$ cat src/rtl/pmod_i2c_target_if.sv
// pmod_i2c_target_if -- bus bundle between the I2C responder and its surroundings.
//   scl_i / sda_i : pin levels seen by the responder (asynchronous)
//   sda_oe        : responder pulls SDA low when 1
//   wr_en/wr_addr/wr_data : one-cycle register-file write
//   rd_addr / rd_data     : register-file read address (pointer) and contents
//   busy          : responder is selected by the current transfer
// The slave modport is the responder's view; master is the pad/register-file side.
interface pmod_i2c_target_if #(
  parameter int AW = 4
);
  logic          scl_i;
  logic          sda_i;
  logic          sda_oe;
  logic          wr_en;
  logic [AW-1:0] wr_addr;
  logic [7:0]    wr_data;
  logic [AW-1:0] rd_addr;
  logic [7:0]    rd_data;
  logic          busy;

  modport slave (
    input  scl_i, sda_i, rd_data,
    output sda_oe, wr_en, wr_addr, wr_data, rd_addr, busy
  );

  modport master (
    output scl_i, sda_i, rd_data,
    input  sda_oe, wr_en, wr_addr, wr_data, rd_addr, busy
  );
endinterface

$ cat src/rtl/pmod_i2c_target.sv
// pmod_i2c_target -- I2C responder with an 8-bit register-pointer protocol.
// A write transfer sets the pointer from its first data byte, then every further
// byte is written to the register file at the (auto-incrementing) pointer.
// A read transfer returns register contents starting at the pointer.
// The clock is never stretched.
// Ports:
//   clk : system clock
//   rst : synchronous active-high reset
//   bus : pmod_i2c_target_if.slave (SCL/SDA pins, SDA pull-down, register-file port, busy)
module pmod_i2c_target #(
  parameter logic [6:0] ADDR = 7'h20,
  parameter int         AW   = 4
) (
  input logic              clk,
  input logic              rst,
  pmod_i2c_target_if.slave bus
);
  typedef enum logic [3:0] {
    ST_IDLE, ST_ADDR, ST_ADDR_ACK, ST_PTR, ST_PTR_ACK,
    ST_WDATA, ST_WDATA_ACK, ST_RDATA, ST_RDATA_ACK, ST_WAIT
  } state_t;

  localparam logic [AW-1:0] PTR_ONE = AW'(1);

  logic [1:0]    scl_sync_reg, sda_sync_reg;
  logic          scl_prev_reg, sda_prev_reg;
  state_t        state_reg;
  logic [3:0]    bit_cnt_reg;
  logic [7:0]    shift_reg;
  logic          rw_reg;
  logic [AW-1:0] ptr_reg;
  logic          sda_oe_reg, wr_en_reg, busy_reg;
  logic [AW-1:0] wr_addr_reg;
  logic [7:0]    wr_data_reg;

  logic scl_s, sda_s, scl_rise, scl_fall, start_det, stop_det, byte_done;

  assign scl_s    = scl_sync_reg[1];
  assign sda_s    = sda_sync_reg[1];
  assign scl_rise = scl_s & ~scl_prev_reg;
  assign scl_fall = ~scl_s & scl_prev_reg;
  // SCL must be high and steady in both samples; an SDA edge coinciding with
  // an SCL edge is ordinary data, not a bus condition.
  assign start_det = scl_s & scl_prev_reg & sda_prev_reg & ~sda_s;
  assign stop_det  = scl_s & scl_prev_reg & ~sda_prev_reg & sda_s;
  assign byte_done = (bit_cnt_reg == 4'd8);

  always_ff @(posedge clk) begin
    if (rst) begin
      scl_sync_reg <= 2'b11;
      sda_sync_reg <= 2'b11;
      scl_prev_reg <= 1'b1;
      sda_prev_reg <= 1'b1;
      state_reg    <= ST_IDLE;
      bit_cnt_reg  <= 4'd0;
      shift_reg    <= 8'd0;
      rw_reg       <= 1'b0;
      ptr_reg      <= '0;
      sda_oe_reg   <= 1'b0;
      wr_en_reg    <= 1'b0;
      wr_addr_reg  <= '0;
      wr_data_reg  <= 8'd0;
      busy_reg     <= 1'b0;
    end else begin
      scl_sync_reg <= {scl_sync_reg[0], bus.scl_i};
      sda_sync_reg <= {sda_sync_reg[0], bus.sda_i};
      scl_prev_reg <= scl_s;
      sda_prev_reg <= sda_s;
      wr_en_reg    <= 1'b0;
      // Post-write increment lands the cycle after the strobe so wr_addr
      // carries the pre-increment pointer.
      if (wr_en_reg) ptr_reg <= ptr_reg + PTR_ONE;

      if (start_det) begin
        state_reg   <= ST_ADDR;
        bit_cnt_reg <= 4'd0;
        sda_oe_reg  <= 1'b0;
        busy_reg    <= 1'b0;
      end else if (stop_det) begin
        state_reg  <= ST_IDLE;
        sda_oe_reg <= 1'b0;
        busy_reg   <= 1'b0;
      end else begin
        unique case (state_reg)
          ST_IDLE, ST_WAIT: ;
          ST_ADDR, ST_PTR, ST_WDATA: begin
            if (scl_rise && !byte_done) begin
              shift_reg   <= {shift_reg[6:0], sda_s};
              bit_cnt_reg <= bit_cnt_reg + 4'd1;
            end else if (scl_fall && byte_done) begin
              bit_cnt_reg <= 4'd0;
              if (state_reg == ST_ADDR) begin
                if (shift_reg[7:1] == ADDR) begin
                  sda_oe_reg <= 1'b1;
                  busy_reg   <= 1'b1;
                  rw_reg     <= shift_reg[0];
                  state_reg  <= ST_ADDR_ACK;
                end else begin
                  sda_oe_reg <= 1'b0;
                  state_reg  <= ST_WAIT;
                end
              end else if (state_reg == ST_PTR) begin
                ptr_reg    <= shift_reg[AW-1:0];
                sda_oe_reg <= 1'b1;
                state_reg  <= ST_PTR_ACK;
              end else begin
                wr_en_reg   <= 1'b1;
                wr_addr_reg <= ptr_reg;
                wr_data_reg <= shift_reg;
                sda_oe_reg  <= 1'b1;
                state_reg   <= ST_WDATA_ACK;
              end
            end
          end
          ST_ADDR_ACK: begin
            if (scl_fall) begin
              if (!rw_reg) begin
                sda_oe_reg <= 1'b0;
                state_reg  <= ST_PTR;
              end else begin
                shift_reg  <= bus.rd_data;
                sda_oe_reg <= ~bus.rd_data[7];
                state_reg  <= ST_RDATA;
              end
            end
          end
          ST_PTR_ACK, ST_WDATA_ACK: begin
            if (scl_fall) begin
              sda_oe_reg <= 1'b0;
              state_reg  <= ST_WDATA;
            end
          end
          ST_RDATA: begin
            if (scl_rise && !byte_done) begin
              bit_cnt_reg <= bit_cnt_reg + 4'd1;
            end else if (scl_fall) begin
              if (byte_done) begin
                bit_cnt_reg <= 4'd0;
                sda_oe_reg  <= 1'b0;
                state_reg   <= ST_RDATA_ACK;
              end else begin
                shift_reg  <= {shift_reg[6:0], 1'b0};
                sda_oe_reg <= ~shift_reg[6];
              end
            end
          end
          ST_RDATA_ACK: begin
            // Pointer advances on the ACK clock's rise so rd_data has settled
            // long before the next byte is loaded on the following fall.
            if (scl_rise) begin
              ptr_reg <= ptr_reg + PTR_ONE;
              if (sda_s) begin
                state_reg <= ST_WAIT;
                busy_reg  <= 1'b0;
              end
            end else if (scl_fall) begin
              shift_reg  <= bus.rd_data;
              sda_oe_reg <= ~bus.rd_data[7];
              state_reg  <= ST_RDATA;
            end
          end
          default: state_reg <= ST_IDLE;
        endcase
      end
    end
  end

  assign bus.sda_oe  = sda_oe_reg;
  assign bus.wr_en   = wr_en_reg;
  assign bus.wr_addr = wr_addr_reg;
  assign bus.wr_data = wr_data_reg;
  assign bus.rd_addr = ptr_reg;
  assign bus.busy    = busy_reg;
endmodule

$ cat src/flat_wrapper.sv
// flat-port wrapper written by rule: the top's interface ports become plain ports
module pmod_i2c_target_flat 
#(
  parameter logic [6:0] ADDR = 7'h20,
  parameter int         AW   = 4
)
  (clk, rst, bus_scl_i, bus_sda_i, bus_rd_data, bus_sda_oe, bus_wr_en, bus_wr_addr, bus_wr_data, bus_rd_addr, bus_busy);
  pmod_i2c_target_if #(.AW(AW)) bus_i ();
  input logic clk;
  input logic rst;
  input wire logic [$bits(bus_i.scl_i)-1:0] bus_scl_i;
  input wire logic [$bits(bus_i.sda_i)-1:0] bus_sda_i;
  input wire logic [$bits(bus_i.rd_data)-1:0] bus_rd_data;
  output wire logic [$bits(bus_i.sda_oe)-1:0] bus_sda_oe;
  output wire logic [$bits(bus_i.wr_en)-1:0] bus_wr_en;
  output wire logic [$bits(bus_i.wr_addr)-1:0] bus_wr_addr;
  output wire logic [$bits(bus_i.wr_data)-1:0] bus_wr_data;
  output wire logic [$bits(bus_i.rd_addr)-1:0] bus_rd_addr;
  output wire logic [$bits(bus_i.busy)-1:0] bus_busy;
  assign bus_i.scl_i = bus_scl_i;
  assign bus_i.sda_i = bus_sda_i;
  assign bus_i.rd_data = bus_rd_data;
  assign bus_sda_oe = bus_i.sda_oe;
  assign bus_wr_en = bus_i.wr_en;
  assign bus_wr_addr = bus_i.wr_addr;
  assign bus_wr_data = bus_i.wr_data;
  assign bus_rd_addr = bus_i.rd_addr;
  assign bus_busy = bus_i.busy;
  pmod_i2c_target #(.ADDR(ADDR), .AW(AW)) u_core (.clk(clk), .rst(rst), .bus(bus_i));
endmodule
$ cat config.mk
export PLATFORM = sky130hd
export DESIGN_NAME = pmod_i2c_target_flat
export DESIGN_NICKNAME = d
export VERILOG_FILES = /design/src/rtl/pmod_i2c_target_if.sv /design/src/rtl/pmod_i2c_target.sv /design/src/flat_wrapper.sv
export SDC_FILE = /design/constraint.sdc
export NUM_CORES = 1
export LEC_CHECK = 0
export ABC_AREA = 1
export BUFFER_PORTS_ARGS = -buffer_cell sky130_fd_sc_hd__buf_4
export CAP_MARGIN = 10
export CELL_PAD_IN_SITES_DETAIL_PLACEMENT = 0
export CELL_PAD_IN_SITES_GLOBAL_PLACEMENT = 2
export CORE_MARGIN = 2
export CORE_UTILIZATION = 33
export CTS_CLUSTER_DIAMETER = 60
export CTS_CLUSTER_SIZE = 10
export DETAILED_ROUTE_END_ITERATION = 12
export PLACE_DENSITY_LB_ADDON = 0.1
export SETUP_SLACK_MARGIN = 0.3
export SLEW_MARGIN = 20
export SYNTH_ARGS = -nofsm -noshare
export SYNTH_HDL_FRONTEND = slang
export SYNTH_SLANG_ARGS = --single-unit
$ cat constraint.sdc
create_clock -name clk -period 5 [get_ports clk]
set_input_delay 0.25 -clock clk [delete_from_list [all_inputs] [get_ports clk]]
set_output_delay 0.25 -clock clk [all_outputs]
set_load 0.02 [all_outputs]
## Yosys cells after proc, flatten, opt, wreduce, memory -nomap -nowiden

Cells that the tools add are included.
Widths: inputs -> output; s select.

- Register bits after elaboration: 42
- Bits of input ports: 12
- Output and inout port bits: 19
- Logic and storage cells: 164

- Add/subtract/negate cells: 2
- Eq/ne operators: 42
- Mux-type cells: 62
- Bitwise operators: 21
- Reductions and logical operators: 22

Operator list:

| operator | number |
|---|---|
| $mux 4 | 25 |
| $mux 8 | 8 |
| $pmux 8 s4 | 1 |
| $ne 2x1->1 const B | 12 |
| $pmux 4 s6 | 1 |
| $mux 1 | 21 |
| $reduce_and 7->1 | 3 |
| $ne 4x1->1 const B | 5 |
| $reduce_and 10->1 | 2 |
| $eq 4x3->1 const B | 4 |
| $pmux 4 s2 | 2 |
| $ne 3x1->1 const B | 5 |
| $not 1->1 | 14 |
| $eq 4x4->1 const B | 3 |
| $reduce_and 11->1 | 1 |
| $reduce_and 9->1 | 1 |
| $add 4x1->4 const B | 2 |
| $eq 4x2->1 const B | 2 |
| $ne 2x2->1 const B | 4 |
| $ne 4x2->1 const B | 2 |
| $and 1x1->1 | 7 |
| $eq 7x6->1 const B | 1 |
| $reduce_or 7->1 | 1 |
| $reduce_or 2->1 | 3 |
| 16 further kinds | 19 |

## Longest topological paths before layout

- Depth in word-level cells: 9
- Mapped depth: 13
- Depth with buffers taken out: 13

## Worst setup path before layout

OpenSTA, ideal clock, no wires.

- Path type: reg2reg
- Start: register u_core.bit_cnt_reg[0]
- End: register u_core.bit_cnt_reg[2]
- Setup time: 0.133 ns
- Data arrival time: 1.494 ns
- Required time: 4.867 ns
- Setup slack: 3.373 ns
- Cell stages (with the launch flop): 9
- Buffers on the path: 0
- Path through: dfxtp_1 inv_1 ha_1 nand3_1 nand2_1 a21oi_1 inv_1 o21ai_0 nor3b_1

- Word-level cells in the longest chain between the ends: 5
- Elaborated cells on any way between the ends: 12
- Those cells by class: 1 x add/sub; 4 x eq/ne; 3 x mux; 4 x reduce/logical

Ends and longest elaborated chain:

| element | line | RTL |
|---|---|---|
| from (decl) | pmod_i2c_target.sv:28 | `logic [3:0] bit_cnt_reg;` |
| from (signal assigned) | pmod_i2c_target.sv:89 | `bit_cnt_reg <= bit_cnt_reg + 4'd1;` |
| from (signal assigned) | pmod_i2c_target.sv:135 | `bit_cnt_reg <= bit_cnt_reg + 4'd1;` |
| parallel branches: the longest is 5 deep, another holds $add 4x1->4 | n/a |  |

Parallel ways; which one is timed is not known.
A chain may end at the register's enable or synchronous reset.

## Final worst setup path

- Start: register u_core.bit_cnt_reg[0]
- End: register u_core.wr_addr_reg[3], in the netlist u_core.bus.wr_addr[3]

- Word-level cells in the longest chain between the ends: 5
- Elaborated cells on any way between the ends: 6
- Those cells by class: 1 x eq/ne; 1 x bitwise; 4 x reduce/logical

Ends and longest elaborated chain:

| element | line | RTL |
|---|---|---|
| $eq 4x4->1 * | pmod_i2c_target.sv:46 | `assign byte_done = (bit_cnt_reg == 4'd8);` |
| $logic_not 1->1 | pmod_i2c_target.sv:87 | `if (scl_rise && !byte_done) begin` |
| $logic_and 1x1->1 | pmod_i2c_target.sv:87 |  |
| $not 1->1 (no line) | n/a |  |
| $reduce_and 7->1 (no line) * | n/a |  |
| to (signal assigned) | pmod_i2c_target.sv:108 | `wr_addr_reg <= ptr_reg;` |
| to (decl) | pmod_i2c_target.sv:33 | `logic [AW-1:0] wr_addr_reg;` |

Every way passes the cells marked *; elsewhere a longest branch is shown, timed or not.

==> flow_summary.rst <==
.. list-table::
   :header-rows: 1

   * - Metric
     - Value
   * - Number of warning messages in the yosys log
     - 0
   * - DRC errors left
     - 0
   * - Number of nets in the final layout
     - 396
   * - Std-Cell Rows
     - 30
   * - Antenna-violating nets left
     - 0
   * - Core Box Area
     - between 6000 and 7000 sq um
   * - Final Skew
     - 0.00415 ns
   * - Post-synth top area cell
     - sky130_fd_sc_hd__dfxtp_1
   * - End point of the critical path
     - u_core.bus.wr_addr[3]
   * - Startpoint type of the worst setup path
     - flip-flop
   * - Critical Path, Cell by Cell
     - inv_1, ha_1, nand2_1, nor2_1, nand2_1, inv_1, nand3_1, o21ai_0, a21oi_1
   * - DRC violation total after the first TritonRoute iteration
     - 118
   * - Root Driver
     - sky130_fd_sc_hd__clkbuf_8
   * - Source of the critical timing path
     - u_core.bit_cnt_reg[0]
   * - Part of the power in the clock network
     - 0.239
   * - Max-cap violation count
     - 0
   * - Required time of the critical path
     - 5.16 ns
   * - Largest cells by area after synthesis
     - sky130_fd_sc_hd__dfxtp_1 37%, sky130_fd_sc_hd__nand2_1 15%, sky130_fd_sc_hd__inv_1 8.8%, sky130_fd_sc_hd__nor2_1 7.3%, sky130_fd_sc_hd__nand3_1 6.0%
   * - Initial Utilization
     - 0.337
   * - Data arrival time of the worst path
     - 2.39 ns
   * - Count of cells along the worst register-to-register path
     - 9
   * - Achievable clock frequency
     - 0.450 GHz
   * - Cells resized by post-CTS repair
     - 0
   * - DIE HEIGHT
     - 86.6 microns
   * - I/O Buffers
     - 30
   * - Minimum clock period after layout
     - 2.22 ns
   * - Width of the chip
     - 86.6 microns
   * - Cell leakage power
     - around 1.2 nW
   * - Top cell types by occurrence after synthesis
     - 92 x sky130_fd_sc_hd__nand2_1, 53 x sky130_fd_sc_hd__inv_1, 44 x sky130_fd_sc_hd__nor2_1, 42 x sky130_fd_sc_hd__dfxtp_1, 27 x sky130_fd_sc_hd__nand3_1
   * - Critical path class
     - flip-flop to flip-flop
   * - Maximum cell stage delay along the critical path
     - ~0.63 ns
   * - Detailed-placement wirelength estimate
     - about 4500 microns
   * - First-pass GRT wire length
     - 10100 microns
   * - Total global-route track usage
     - 0.170
   * - Filler cell count
     - about 750
   * - IO Count
     - 31
   * - Destination of the worst register-to-register timing path
     - u_core.bus.wr_addr[3]
   * - Worst hold stages
     - 2
   * - Routed wire length per instance
     - around 13 microns
   * - Share of layout cells above drive strength 1
     - 0.144
   * - Setup slack, reg-to-reg
     - 2.78 ns
   * - Kind of capture point of the worst setup path
     - flip-flop
   * - Buffers inserted by post-CTS timing repair
     - 0
   * - Power share of the combinational group
     - 0.350
   * - Max-Slew Margin vs Limit
     - 0.413
   * - Hold violation count in the final report
     - 0
   * - Sequential fraction of design power
     - 0.411
   * - CTS H-tree depth
     - 2
   * - Seq/Total Area, Yosys
     - 0.373
   * - Overall power
     - 1.02 mW
   * - Die Area
     - ~7500 sq um
   * - Worst IR Drop VDD
     - around 200 uV
   * - Combined flip-flop and latch cell area
     - 841 sq um
   * - Fin. max-slew vios
     - 0
   * - Startpoint of the worst-slack reg-to-reg timing path
     - u_core.bit_cnt_reg[0]
   * - Unique masters post-synth
     - 28
   * - Clock-pin transition on the worst setup and hold timing paths
     - around 0.09 ns
   * - Reported net switching power
     - 0.405 mW
   * - Routability-driven placement congestion ratio
     - between 0.8 and 0.9
   * - CTS tree
     - done
   * - Number of vias per cell
     - 4.79
   * - Leading cell type by number of instances after synthesis
     - sky130_fd_sc_hd__nand2_1
   * - Prevailing post-synth register cell
     - sky130_fd_sc_hd__dfxtp_1
   * - Syn_nets
     - 366
   * - Largest net degree at the start of global routing
     - 27
   * - Clock Sink Count
     - 42
   * - Number of enable flip-flop cells after synthesis
     - 0
   * - Hold crit path type
     - input pin to flip-flop
   * - Worst-case clock buffer depth
     - 2
   * - Clock latency at the later pin of the worst-skew pair
     - 0.30 ns
   * - Vias in the first global route
     - 2152
   * - Cell count after synthesis
     - 351
   * - P per Cell Area
     - 387 nW/um^2
   * - Count of state elements after synthesis
     - 42
   * - Area growth, synth to finish
     - 17.1%
   * - Max Fanout on Critical Path
     - 25
   * - Net switching share of the total power
     - 0.397
   * - Crit share post-route
     - 0.445
   * - Total Wirelength
     - 5890 microns
   * - Setup repair after global routing missed its margin
     - false
   * - Yosys top cell area share
     - 0.373
   * - Hold-fix buffer count after cts
     - 0
   * - Post-Synthesis Mean Instance Area
     - 6.42 sq um
   * - Area of the multi-input gates
     - roughly 1200 sq um
   * - Tightest Pin Transition
     - 0.878 ns
   * - Detailed-routing iteration count for the pre-antenna-repair pass
     - 4
   * - Grt total ovfl
     - 0
   * - Total negative slack for setup checks
     - 0 ns
   * - Async S/R FF share, synth
     - 0
   * - Cell type of the slowest stage on the worst timing path
     - sky130_fd_sc_hd__nand3_1
   * - Via count
     - 2214
   * - Initial antenna violation count
     - 0
   * - Final setup fails
     - 0
   * - P_int
     - roughly 0.6 mW
   * - Num CTS Buffers
     - 5
   * - Result of the run
     - complete, no violations
   * - Diode insertion count for antenna repair
     - 0
   * - Post-synthesis instance area
     - 2250 sq um
-- critical path: cells and delay by family, from the launching register on --
family | cells | cell delay [ns]
fa+ha+maj | 1 | 0.16
buf+inv | 2 | 0.22
simple gates | 4 | 0.88
flops | 1 | 0.34
compound gates | 2 | 0.47
-- layout make-up --
| cell class | count | share of cell area |
|---|---|---|
| Sequential cell | 42 | 0.319 |
| Timing Repair Buffer | 31 | 0.0882 |
| Clock buffer | 7 | 0.0327 |
| Clock inverter | 1 | 0.00332 |
| Multi-Input combinational cell | 246 | 0.441 |
| Tap cell | 80 | 0.0380 |
| Inverter | 55 | 0.0783 |
-- placed cells by master (no fill, tap or decap), types with 4 or more instances in the layout --
cell type / count
sky130_fd_sc_hd__buf_4: 31
sky130_fd_sc_hd__nor2_1: 44
sky130_fd_sc_hd__a21oi_1: 25
sky130_fd_sc_hd__dfxtp_1: 42
sky130_fd_sc_hd__o21ai_0: 20
sky130_fd_sc_hd__clkbuf_8: 6
sky130_fd_sc_hd__nand2_1: 92
sky130_fd_sc_hd__inv_1: 53
sky130_fd_sc_hd__nor3_1: 5
sky130_fd_sc_hd__nand4_1: 4
sky130_fd_sc_hd__nand3_1: 27
sky130_fd_sc_hd__or2_2: 6
-- metal layers --
metal / vias up / part of all wire / GRT usage
met5: - / 0 / 0
met3: 5 / 0.044 / 0.0314
met4: 0 / 0.011 / 0.0426
li1: 1160 / - / -
met1: 1005 / 0.49 / 0.229
met2: 44 / 0.46 / 0.280
-- power by group through the flow --
stage | Sequential [mW] | Combinational (mW) | Clock [mW]
after floorplan | 0.417 | 0.282 | 0
after global placement | 0.428 | 0.363 | 0
after detailed placement | 0.428 | 0.357 | 0
after CTS | 0.420 | 0.359 | 0.249
after global routing | 0.428 | 0.421 | 0.262
final | 0.419 | 0.357 | 0.244
-- cells by family after synthesis --
kind of cell,Yosys count,synth area share
AO/OA/AOI/OAI,50,0.116
XOR/XNOR,4,0.0156
adder cells (fa/ha/maj),3,0.0167
buffers and inverters,63,0.111
flip-flops,42,0.373
multiplexers,2,0.00944
AND/OR/NAND/NOR,187,0.359
-- metrics by stage --
| stage | std cells | cell area (sq um) | worst slack (ns) | util | hold slack (ns) |
|---|---|---|---|---|---|
| detailed placement | 454 | 2540 | 2.76 | 0.381 | 0.395 |
| global placement | 454 | 2540 | 2.75 | 0.381 | 0.391 |
| finish | 462 | 2640 | 2.78 | 0.395 | 0.128 |
| CTS | 462 | 2640 | 2.75 | 0.395 | 0.122 |
| floorplan | 351 | 2250 | 3.37 | - | 0.354 |
| global route | 462 | 2640 | 2.47 | 0.395 | 0.129 |
-- worst min path at each step --
| stage | start | endpoint | slack [ns] |
|---|---|---|---|
| floorplan | bus_scl_i | u_core.scl_sync_reg[0] | 0.35 |
| global placement | u_core.scl_sync_reg[0] | u_core.scl_sync_reg[1] | 0.39 |
| detailed placement | u_core.sda_sync_reg[0] | u_core.sda_sync_reg[1] | 0.40 |
| CTS | bus_sda_i | u_core.sda_sync_reg[0] | 0.12 |
| global route | bus_scl_i | u_core.scl_sync_reg[0] | 0.13 |
| finish | bus_sda_i | u_core.sda_sync_reg[0] | 0.13 |
No activity file was read; power rests on OpenSTA's default activity.
